==> config.mk <==
export PLATFORM = sky130hd
export DESIGN_NAME = mem_access_stage
export DESIGN_NICKNAME = d
export VERILOG_FILES = /design/src/rtl/mem_access_stage_pkg.sv /design/src/rtl/mem_access_stage_lane.sv /design/src/rtl/mem_access_stage.sv
export SDC_FILE = /design/constraint.sdc
export NUM_CORES = 1
export LEC_CHECK = 0
export BUFFER_PORTS_ARGS = -buffer_cell sky130_fd_sc_hd__buf_2
export CAP_MARGIN = 40
export CORE_AREA = 2 2 133 135
export CTS_CLUSTER_DIAMETER = 50
export CTS_CLUSTER_SIZE = 28
export DETAILED_ROUTE_END_ITERATION = 8
export DIE_AREA = 0 0 135 137
export MAX_ROUTING_LAYER = met4
export PLACE_DENSITY = 0.86
export SLEW_MARGIN = 10
export SYNTH_ARGS = -nofsm -noshare
export SYNTH_HDL_FRONTEND = slang
export SYNTH_SLANG_ARGS = --single-unit
==> constraint.sdc <==
create_clock -name clk -period 5.9 [get_ports clk]
set_input_delay 1.475 -clock clk [delete_from_list [all_inputs] [get_ports clk]]
set_output_delay 1.475 -clock clk [all_outputs]
set_load 0.05 [all_outputs]
==> src/rtl/mem_access_stage_pkg.sv <==
// rtl/mem_access_stage_pkg.sv - shared encodings and helpers for the MEM stage
// Purpose: mem_op encodings, bus widths, FSM state encoding, byte-lane constants
//          and small decode helpers used by mem_access_stage and mem_lane_align.
// Ports:   none (package).
package mem_access_stage_pkg;

    localparam int WORD_BUS     = 32;
    localparam int REG_ADDR_BUS = 5;

    typedef enum logic [3:0] {
        OP_NOP = 4'd0,
        OP_LB  = 4'd1,
        OP_LBU = 4'd2,
        OP_LH  = 4'd3,
        OP_LHU = 4'd4,
        OP_LW  = 4'd5,
        OP_SB  = 4'd6,
        OP_SH  = 4'd7,
        OP_SW  = 4'd8
    } mem_op_e;

    typedef enum logic {
        ST_IDLE = 1'b0,
        ST_BUSY = 1'b1
    } state_e;

    localparam logic [3:0] BE_NONE    = 4'b0000;
    localparam logic [3:0] BE_BYTE0   = 4'b0001;
    localparam logic [3:0] BE_LO_HALF = 4'b0011;
    localparam logic [3:0] BE_HI_HALF = 4'b1100;
    localparam logic [3:0] BE_WORD    = 4'b1111;

    function automatic logic is_mem_op(input logic [3:0] op);
        return (op >= 4'(OP_LB)) && (op <= 4'(OP_SW));
    endfunction

    function automatic logic is_store(input logic [3:0] op);
        return (op == 4'(OP_SB)) || (op == 4'(OP_SH)) || (op == 4'(OP_SW));
    endfunction

    // Byte ops are always aligned; anything that is not a memory op counts as aligned.
    function automatic logic is_aligned(input logic [3:0] op, input logic [1:0] lo);
        logic ok;
        ok = 1'b1;
        if ((op == 4'(OP_LH)) || (op == 4'(OP_LHU)) || (op == 4'(OP_SH)))
            ok = ~lo[0];
        else if ((op == 4'(OP_LW)) || (op == 4'(OP_SW)))
            ok = (lo == 2'b00);
        return ok;
    endfunction

endpackage

==> src/rtl/mem_access_stage_lane.sv <==
// rtl/mem_access_stage_lane.sv - byte-lane steering for stores and load extraction
// Purpose: combinational store byte-enable / lane-replicated wdata generation and
//          load lane extraction with sign or zero extension.
// Ports:   st_op_i/st_lo_i/st_data_i -> byte_en_o, wdata_o   (store side, and load byteEn)
//          ld_op_i/ld_lo_i/rdata_i   -> ld_data_o            (load side)
module mem_lane_align
    import mem_access_stage_pkg::*;
(
    input  logic [3:0]          st_op_i,
    input  logic [1:0]          st_lo_i,
    input  logic [WORD_BUS-1:0] st_data_i,
    output logic [3:0]          byte_en_o,
    output logic [WORD_BUS-1:0] wdata_o,
    input  logic [3:0]          ld_op_i,
    input  logic [1:0]          ld_lo_i,
    input  logic [WORD_BUS-1:0] rdata_i,
    output logic [WORD_BUS-1:0] ld_data_o
);

    logic [WORD_BUS-1:0] shifted;
    logic [7:0]          ld_byte;
    logic [15:0]         ld_half;

    // Lane enables depend only on access size, so loads and stores share them.
    always_comb begin
        byte_en_o = BE_NONE;
        wdata_o   = '0;
        case (st_op_i)
            OP_LB, OP_LBU, OP_SB: byte_en_o = BE_BYTE0 << st_lo_i;
            OP_LH, OP_LHU, OP_SH: byte_en_o = st_lo_i[1] ? BE_HI_HALF : BE_LO_HALF;
            OP_LW, OP_SW:         byte_en_o = BE_WORD;
            default:              byte_en_o = BE_NONE;
        endcase
        case (st_op_i)
            OP_SB:   wdata_o = {4{st_data_i[7:0]}};
            OP_SH:   wdata_o = {2{st_data_i[15:0]}};
            OP_SW:   wdata_o = st_data_i;
            default: wdata_o = '0;
        endcase
    end

    always_comb begin
        shifted   = rdata_i >> {ld_lo_i, 3'b000};
        ld_byte   = shifted[7:0];
        ld_half   = ld_lo_i[1] ? rdata_i[31:16] : rdata_i[15:0];
        ld_data_o = '0;
        case (ld_op_i)
            OP_LB:   ld_data_o = {{24{ld_byte[7]}}, ld_byte};
            OP_LBU:  ld_data_o = {24'd0, ld_byte};
            OP_LH:   ld_data_o = {{16{ld_half[15]}}, ld_half};
            OP_LHU:  ld_data_o = {16'd0, ld_half};
            OP_LW:   ld_data_o = rdata_i;
            default: ld_data_o = '0;
        endcase
    end

endmodule

==> src/rtl/mem_access_stage.sv <==
// rtl/mem_access_stage.sv - MEM pipeline stage with req/ack data bus and writeback
// Purpose: runs loads/stores on the data bus, stalls the front of the pipe while an
//          access is outstanding, and registers the writeback pair for all ops.
// Ports:   clk, rst (async, active-high)
//          mem_* : instruction from EX_MEM (valid, op, addr, storeData, regDest, result, writeEnable)
//          dbus_*: req/we/addr/byteEn/wdata out, ack/rdata in
//          wb_*  : valid, regDest, result, writeEnable to RegFile
//          stall (combinational), addrErr/badAddr misalignment report
module mem_access_stage
    import mem_access_stage_pkg::*;
#(
    parameter int ADDR_W = 32,
    parameter int WORD_W = 32
) (
    input  logic                    clk,
    input  logic                    rst,
    input  logic                    mem_valid,
    input  logic [3:0]              mem_op,
    input  logic [ADDR_W-1:0]       mem_addr,
    input  logic [WORD_W-1:0]       mem_storeData,
    input  logic [REG_ADDR_BUS-1:0] mem_regDest,
    input  logic [WORD_W-1:0]       mem_result,
    input  logic                    mem_writeEnable,
    output logic                    dbus_req,
    output logic                    dbus_we,
    output logic [ADDR_W-1:0]       dbus_addr,
    output logic [3:0]              dbus_byteEn,
    output logic [WORD_W-1:0]       dbus_wdata,
    input  logic                    dbus_ack,
    input  logic [WORD_W-1:0]       dbus_rdata,
    output logic                    wb_valid,
    output logic [REG_ADDR_BUS-1:0] wb_regDest,
    output logic [WORD_W-1:0]       wb_result,
    output logic                    wb_writeEnable,
    output logic                    stall,
    output logic                    addrErr,
    output logic [ADDR_W-1:0]       badAddr
);

    state_e                  state_q;
    logic [3:0]              op_q;
    logic [1:0]              lo_q;
    logic [REG_ADDR_BUS-1:0] dest_q;
    logic                    req_q, we_q;
    logic [ADDR_W-1:0]       addr_q;
    logic [3:0]              be_q;
    logic [WORD_W-1:0]       wdata_q;
    logic                    wb_valid_q, wb_we_q, addr_err_q;
    logic [REG_ADDR_BUS-1:0] wb_dest_q;
    logic [WORD_W-1:0]       wb_result_q;
    logic [ADDR_W-1:0]       bad_addr_q;

    logic                    in_mem, in_aligned;
    logic [3:0]              st_be;
    logic [WORD_W-1:0]       st_wdata, ld_data;

    assign in_mem     = mem_valid && is_mem_op(mem_op);
    assign in_aligned = is_aligned(mem_op, mem_addr[1:0]);

    // Store lanes are computed from the live inputs at accept time; load
    // extraction uses the latched op/offset against the acked read word.
    mem_lane_align u_lane (
        .st_op_i   (mem_op),
        .st_lo_i   (mem_addr[1:0]),
        .st_data_i (mem_storeData),
        .byte_en_o (st_be),
        .wdata_o   (st_wdata),
        .ld_op_i   (op_q),
        .ld_lo_i   (lo_q),
        .rdata_i   (dbus_rdata),
        .ld_data_o (ld_data)
    );

    // Drops in the ack cycle so EX_MEM advances on the edge that returns us to IDLE.
    assign stall = ((state_q == ST_IDLE) && in_mem && in_aligned) ||
                   ((state_q == ST_BUSY) && !dbus_ack);

    always_ff @(posedge clk or posedge rst) begin
        if (rst) begin
            state_q     <= ST_IDLE;
            op_q        <= 4'(OP_NOP);
            lo_q        <= 2'b00;
            dest_q      <= '0;
            req_q       <= 1'b0;
            we_q        <= 1'b0;
            addr_q      <= '0;
            be_q        <= BE_NONE;
            wdata_q     <= '0;
            wb_valid_q  <= 1'b0;
            wb_we_q     <= 1'b0;
            wb_dest_q   <= '0;
            wb_result_q <= '0;
            addr_err_q  <= 1'b0;
            bad_addr_q  <= '0;
        end else begin
            addr_err_q <= 1'b0;
            case (state_q)
                ST_IDLE: begin
                    if (in_mem && in_aligned) begin
                        state_q    <= ST_BUSY;
                        op_q       <= mem_op;
                        lo_q       <= mem_addr[1:0];
                        dest_q     <= mem_regDest;
                        req_q      <= 1'b1;
                        we_q       <= is_store(mem_op);
                        addr_q     <= {mem_addr[ADDR_W-1:2], 2'b00};
                        be_q       <= st_be;
                        wdata_q    <= st_wdata;
                        wb_valid_q <= 1'b0;
                        wb_we_q    <= 1'b0;
                    end else if (in_mem) begin
                        // Misaligned: retire without a bus access or register write.
                        wb_valid_q  <= 1'b1;
                        wb_we_q     <= 1'b0;
                        wb_dest_q   <= mem_regDest;
                        wb_result_q <= '0;
                        addr_err_q  <= 1'b1;
                        bad_addr_q  <= mem_addr;
                    end else if (mem_valid) begin
                        wb_valid_q  <= 1'b1;
                        wb_we_q     <= mem_writeEnable;
                        wb_dest_q   <= mem_regDest;
                        wb_result_q <= mem_result;
                    end else begin
                        wb_valid_q <= 1'b0;
                        wb_we_q    <= 1'b0;
                    end
                end
                ST_BUSY: begin
                    wb_valid_q <= 1'b0;
                    wb_we_q    <= 1'b0;
                    if (dbus_ack) begin
                        state_q    <= ST_IDLE;
                        req_q      <= 1'b0;
                        we_q       <= 1'b0;
                        wb_valid_q <= 1'b1;
                        wb_dest_q  <= dest_q;
                        if (is_store(op_q)) begin
                            wb_we_q     <= 1'b0;
                            wb_result_q <= '0;
                        end else begin
                            wb_we_q     <= 1'b1;
                            wb_result_q <= ld_data;
                        end
                    end
                end
                default: state_q <= ST_IDLE;
            endcase
        end
    end

    assign dbus_req       = req_q;
    assign dbus_we        = we_q;
    assign dbus_addr      = addr_q;
    assign dbus_byteEn    = be_q;
    assign dbus_wdata     = wdata_q;
    assign wb_valid       = wb_valid_q;
    assign wb_regDest     = wb_dest_q;
    assign wb_result      = wb_result_q;
    assign wb_writeEnable = wb_we_q;
    assign addrErr        = addr_err_q;
    assign badAddr        = bad_addr_q;

endmodule

==> impl_results.md, run 1 <==
- Clock buffer depth: 2
- Post-Synthesis Cells: 628
- Dpl ws: about 1.1 ns
- Fin worst setup slack: around 1.1 ns
- Worst min path class: flop to flop
- Synthesized flop and latch total: roughly 150
- FF-to-FF Start: state_q$_DFF_PP0_
- First-pass GRT wire length: 31,200 µm
- Setup CP Type: input port to output port
- CTS tree: done
- Initial antenna violation count: 1
- Core Util, Final: 56.6%
- Fin Setup TNS: 0 ns
- Routed WL per cell: roughly 18 µm
- NumNets Final: between 1,000 and 1,500
- Hold Path Stages: 1
- H-tree levels: 4
- Post-synth top area share: about half
- Post-synth top area cell: dfrtp_1
- WL final: between 20,000 and 25,000 µm
- Fraction of registers with async set/reset: 100%
- Die W: between 100 and 150 µm
- Post-synth EDFFs: 0
- Leak Pwr: ~0.0048 µW
- Area grow syn2layout: 28.1%
- Final Slew Violations: 0
- Dpl cells: 1,100
- Most frequent cells in the layout: buf_2, dfrtp_1, a21oi_1, nor2_1, mux2_4
- Worst EP arrival: 3.35 ns
- Setup slack, reg-to-reg: between 3 and 4 ns
- Max rail drop VDD: about 0.22 mV
- Root Driver: clkbuf_16
- Final Hold Vio Count: 0
- Critical Path Source Type: input port
- # port buffers: around 280
- Worst EP required: ~4.4 ns
- Largest net degree at the start of global routing: just over 70
- Slew headroom: between 40% and 50%
- Initial Util: about 44%
- Residual DRC: 0
- RSZ-0062 raised after global routing: no
- Maxcap violations: 0
- Sequential area share after synthesis: 50.5%
- Ports: ~290
- Critical path capture point type: output port
- Post-CTS Hold Fix Bufs: 0
- Fmax: 207 MHz
- Antenna-violating nets left: 0
- WHS Endpoint: dbus_req$_DFFE_PP0P_
- Most common cell after layout, fill and taps aside: buf_2
- Min-Delay Startpoint: dbus_req$_DFFE_PP0P_
- Power, Total: roughly 4700 µW
- DR pass1 iterations: 5
- Initial drt markers: slightly below 500
- Core area: approximately 17,000 µm²
- Post-CTS Resized: 0
- Post-CTS Repair Setup Buffers: 0
- Remaining global-route overflow: 0
- Die height: approximately 140 µm
- R2R cell count: 6
- Reg2reg end: wb_result[30]$_DFFE_PP0P_
- Skew final: between 0.007 and 0.008 ns
- Number of global-route vias before repair: 5,889
- Clock sinks: ~150
- Fraction of layout cells with a size suffix above 1: between 40 and 50%
- CP max FO: 21
- Mapped Area: 7530 µm²
- Final period utilization: about 80%
- Least-Margin Pin Slew: roughly 0.89 ns
- HPWL after detailed placement: ~14,000 µm
- CTS clock-pin slew for the worst setup and hold paths: roughly 0.060 ns
- Die area: about 18,000 µm²
- Drt via density: approximately 5.3
- Mean Syn Cell Area: between 10 and 15 µm²
- Status: finished clean
- Inserted Clock Buffers: 17
- # setup viols final: 0
- Row Count: 48
- Final Critical Period: roughly 4.8 ns
- Most used DFF post-synth: dfrtp_1
- GP Congestion: 0.854
- Pwr dens: 491 nW/µm²
- Top post-synthesis cells by area: dfrtp_1, mux2_4, mux2i_1, mux2_1, a21oi_1
- Total track usage: around 22%
- Clock latency on the worst-skew pair: between 0.4 and 0.5 ns
- Total number of vias: ~6,000
- YS warnings: 0
- Yosys cell types: 52
- Final instance count without filler cells: around 1,100
==> flip-flops by register name, indices dropped and copies added, names as in the netlist, 2 cells and up <==
register,count
badAddr,32
dbus_addr,30
dbus_byteEn,4
dbus_wdata,32
dest_q,5
lo_q,2
op_q,4
wb_regDest,5
wb_result,32
==> power breakdown <==
group / leakage, µW / switching [µW] / internal [µW]
combinational: 0.00258 / 1450 / 570
clock: 0.000313 / 457 / 726
sequential: 0.00187 / 192 / 1340
total: 0.00476 / 2100 / 2630
==> cells in the mapped netlist, types with 3 or more instances <==
cell type	n
dfrtp_1	152
a21oi_1	60
nor2_1	53
mux2_4	52
inv_1	39
mux2i_1	38
mux2_1	33
a22oi_1	25
nand2_1	19
buf_2	18
o21ai_0	17
buf_6	9
o221ai_1	9
a22o_1	8
nor2b_1	8
o31ai_1	8
a222oi_1	7
clkbuf_1	7
mux2_2	7
o2bb2ai_1	7
buf_12	6
buf_4	4
nand3_1	4
nand3b_1	3
==> how the worst max path moves through the flow <==
| stage | start | end | slack [ns] | cells past startpoint |
|---|---|---|---|---|
| after detailed placement | mem_op[0] | stall | 1.05 | 6 |
| after global routing | mem_op[0] | stall | 0.98 | 6 |
| after CTS | mem_op[0] | stall | 1.07 | 6 |
| after global placement | mem_op[0] | stall | 1.09 | 6 |
| after floorplan | rst | addrErr$_DFF_PP0_ | 0.33 | 1 |
| final | mem_op[0] | stall | 1.07 | 6 |
==> final cells by class <==
class | count | area [µm²]
well taps | 225 | 282
inverters | 39 | 151
diodes | 1 | 2.50
fillers | 1443 | 7410
clock inverters | 13 | 191
repair buffers | 293 | 1530
multi-input cells | 392 | 3240
flip-flops and latches | 152 | 3800
clock buffers | 19 | 443
==> cells by family (layout without fill, tap and decap cells) <==
group	after synthesis	count (layout)	synth area share, %
xor gates and xnor gates	2	2	0.332
DFF	152	152	50.5
buffers and inverters	85	364	6.93
and+or+nand+nor	102	102	6.85
AOI/OAI and AO/OA	155	155	13.6
other	1	3	0.0498
muxes	131	131	21.7
==> through the flow <==
step / cell area (µm²) / hold WS, ns
6_report: 9650 / 0.477
4_1_cts: 9630 / 0.482
2_1_floorplan: 7530 / 0.482
5_1_grt: 9650 / 0.504
3_5_place_dp: 8990 / 0.465
3_3_place_gp: 8950 / 0.457
==> critical path: stages <==
cell and delay [ns]:
buf_2 0.43, or2_1 0.19, a21oi_2 0.07, o31ai_4 0.72, o22ai_1 0.18, buf_2 0.27
==> layer usage <==
metal  wire length [µm]  GRT usage [%]  vias to the layer above  share of wire, %
li1                   -              -                     2783                 -
met1               8630           29.1                     2954                43
met2               9710           34.9                      238                48
met3               1240           3.85                       33               6.2
met4                504           8.62                        0               2.5
met5                  0              -                        -                 0
Note: power is estimated with default switching activity, not from simulation.
==> inputs of run 2 (changes only) <==
--- a/config.mk
+++ b/config.mk
@@ -5,6 +5,7 @@
 export SDC_FILE = /design/constraint.sdc
 export NUM_CORES = 1
 export LEC_CHECK = 0
+export ABC_AREA = 1
 export BUFFER_PORTS_ARGS = -buffer_cell sky130_fd_sc_hd__buf_2
 export CAP_MARGIN = 40
 export CORE_AREA = 2 2 133 135
==> constraint.sdc (replaced) <==
create_clock -name clk -period 4.4 [get_ports clk]
set_input_delay 1.1 -clock clk [delete_from_list [all_inputs] [get_ports clk]]
set_output_delay 1.1 -clock clk [all_outputs]
set_load 0.05 [all_outputs]
==> impl_results.md, run 2 <==
- Die area: 18,500 µm² (unchanged)
- Largest net degree at the start of global routing: 153 (+120%)
- GP Congestion: 0.905 (+6.0%)
- Core area: 17,100 µm² (unchanged)
- Post-CTS Repair Setup Buffers: 0 (unchanged)
- Antenna-violating nets left: 0 (unchanged)
- Die W: 135 µm (unchanged)
- Most common cell in the netlist: nand2_1
- Top cell by count, worst path: buf_2
- Most common cell after layout, fill and taps aside: nand2_1
- Cell family with most CP delay: compound AO/OA/AOI/OAI gates
- Clock buffer depth: 2 (unchanged)
- Initial Util: 44.4% (+0.21 points)
- Clock latency on the worst-skew pair: 0.43 ns (about the same)
- Final worst hold slack: 0.476 ns (-0.000934 ns)
- WL final: 23,000 µm (+14%)
- Final Hold Vio Count: 0 (unchanged)
- Maxcap violations: 0 (unchanged)
- RSZ-0062 raised after global routing: no
- Synthesized flop and latch total: 152 (unchanged)
- Buf/Inv on CP: 3 (+1)
- # port buffers: 282 (unchanged)
- Mapped Area: 7570 µm² (+0.47%)
- Worst EP arrival: 2.66 ns (-0.69 ns)
- Routed WL per cell: 15.2 µm (-14%)
- YS warnings: 0 (unchanged)
- First-pass GRT wire length: 36,100 µm (+16%)
- Setup CP Type: input port to output port
- Most used DFF post-synth: dfrtp_1
- Inserted Clock Buffers: 17 (unchanged)
- Post-synth top area cell: dfrtp_1
- Critical Path Source Type: input port
- Root Driver: clkbuf_16
- Fin Setup TNS: 0 ns (unchanged)
- CP cell instances: buf_2 -> inv_2 -> nand2_1 -> o21ai_1 -> a21oi_2 -> nand3_4 -> o21ai_0 -> buf_2
- Antenna cell count: 0 (-1)
- Skew final: 0.0126 ns (+0.00504 ns)
- HPWL after detailed placement: 16,400 µm (+14%)
- Die height: 137 µm (unchanged)
- Slew headroom: 46.4% (+5.7 points)
- Post-synth EDFFs: 0 (unchanged)
- CTS clock-pin slew for the worst setup and hold paths: 0.06 ns (about the same)
- Critical Path Slowest Stage Cell: nand3_4
- Remaining global-route overflow: 0 (unchanged)
- Leak Pwr: 0.00565 µW (+19%)
- Least-Margin Pin Slew: 0.804 ns (-0.0857 ns)
- DR pass1 iterations: 6 (+1)
- CP max FO: 31 (+48%)
- Max rail drop VDD: 0.514 mV (+140%)
- Drt via density: 5.08 (-4.2%)
- Fraction of layout cells with a size suffix above 1: 26.3% (-17 points)
- Post-CTS Resized: 0 (unchanged)
- Final period utilization: between 80 and 90%
- Yosys cell types: 27 (-48%)
- Final Slew Violations: 0 (unchanged)
- Worst EP required: 3.30 ns (-1.13 ns)
- # setup viols final: 0 (unchanged)
- Pwr dens: 602 nW/µm² (+23%)
- Post-synth top area share: 50.3% (-0.23 points)
- CTS tree: done
- Post-CTS Hold Fix Bufs: 0 (unchanged)
- Critical path capture point type: output port
- Mean Syn Cell Area: 7.40 µm² (-38%)
- Status: finished clean
- Total track usage: 25.7% (+3.4 points)
- CP max stage delay: 0.35 ns (-0.37 ns)
- Post-Synthesis Cells: 1,023 (+63%)
- Area grow syn2layout: 28.4%
- Initial antenna violation count: 1 (unchanged)
- Dpl ws: 0.661 ns (-0.394 ns)
- Initial drt markers: 383 (-22%)
- Residual DRC: 0 (unchanged)
- Ports: 285 (unchanged)
- Fin worst setup slack: 0.642 ns (-0.433 ns)
- Total number of vias: 7,696 (+28%)
- Fraction of registers with async set/reset: 100% (unchanged)
- Row Count: 48 (unchanged)
- Fmax: approximately 270 MHz
- NumNets Final: 1,420 (+37%)
- Final Critical Period: about 3.8 ns
- Top post-synthesis cells by area: dfrtp_1, nand2_1, nand3_1, o21ai_1, inv_1
- Sequential area share after synthesis: 50.3% (-0.23 points)
- Post-synth top cells: nand2_1, dfrtp_1, nand3_1, inv_1, o21ai_1
- H-tree levels: 4 (unchanged)
- Clock sinks: 152 (unchanged)
- Worst min path class: flop to flop
- Number of global-route vias before repair: 7,266 (+23%)
- Most frequent cells in the layout: nand2_1, buf_2, dfrtp_1, nand3_1, inv_1
[run 2: cell types whose count changed after synthesis, sizes merged, moves of 38 or more]
cell	delta
a21oi	-59
mux2i	-38
nand2	+387
inv	+46
nand3	+126
mux2	-92
o21ai	+100
[run 2: cell type report]
class | count | area, µm²
tap | 225 | 282
sequential | 152 | 3800
clock buffer | 17 | 425
fill | 1582 | 7340
multi-input combinational | 724 | 3150
clock inverter | 15 | 179
inverter | 87 | 330
timing repair buffer | 296 | 1540
[run 2: final timing paths]
kind,startpoint,to,slack [ns],depth (start not counted)
max,mem_op[1],stall,0.64,8
max reg2reg,state_q$_DFF_PP0_,dbus_addr[2]$_DFFE_PP0P_,2.27,8
min reg2reg,dbus_wdata[2]$_DFFE_PP0P_,dbus_wdata[2]$_DFFE_PP0P_,0.48,2
min,dbus_wdata[2]$_DFFE_PP0P_,dbus_wdata[2]$_DFFE_PP0P_,0.48,2
min in group asynchronous,rst,wb_result[9]$_DFFE_PP0P_,0.92,3
max in group asynchronous,rst,wb_result[26]$_DFFE_PP0P_,2.90,3
[run 2: cells by family after synthesis]
kind of cell	after synthesis	share of synthesized area, %
AND/OR/NAND/NOR	582	31.6
other	1	0.0496
AO/OA/AOI/OAI	140	9.67
buffers and inverters	148	8.37
flip-flops	152	50.3
[run 2: report_power, final]
part / total, µW / leakage, µW / switching (µW) / internal (µW)
Sequential: 1940 / 0.00196 / 201 / 1740
Clock: 1490 / 0.000286 / 675 / 813
Combinational: 2420 / 0.00341 / 1870 / 554
Total: 5850 / 0.00565 / 2740 / 3100
[run 2: worst register-to-register path: cells and delay by family, from the launching register on]
| kind | cells | cell delay, ns |
|---|---|---|
| compound gates | 2 | 0.36 |
| buf+inv | 3 | 0.71 |
| flops | 1 | 0.39 |
| simple gates | 3 | 0.57 |
[run 2: metal layers]
layer	GRT usage [%]	vias up	share of wire [%]
met5	-	-	0
met4	10.3	0	3.0
met3	5.59	51	8.5
met2	42.2	373	47
met1	31.0	3511	41
li1	-	3761	-
[run 2: per-stage QoR]
step	instances	instance area (µm²)	power [µW]	utilization, %
final	1516	9710	5850	56.9
after detailed placement	1484	9110	4380	53.4
after CTS	1516	9710	5890	56.9
after global routing	1516	9710	6150	56.9
after global placement	1483	9090	4330	53.3
after floorplan	1024	7570	3740	-
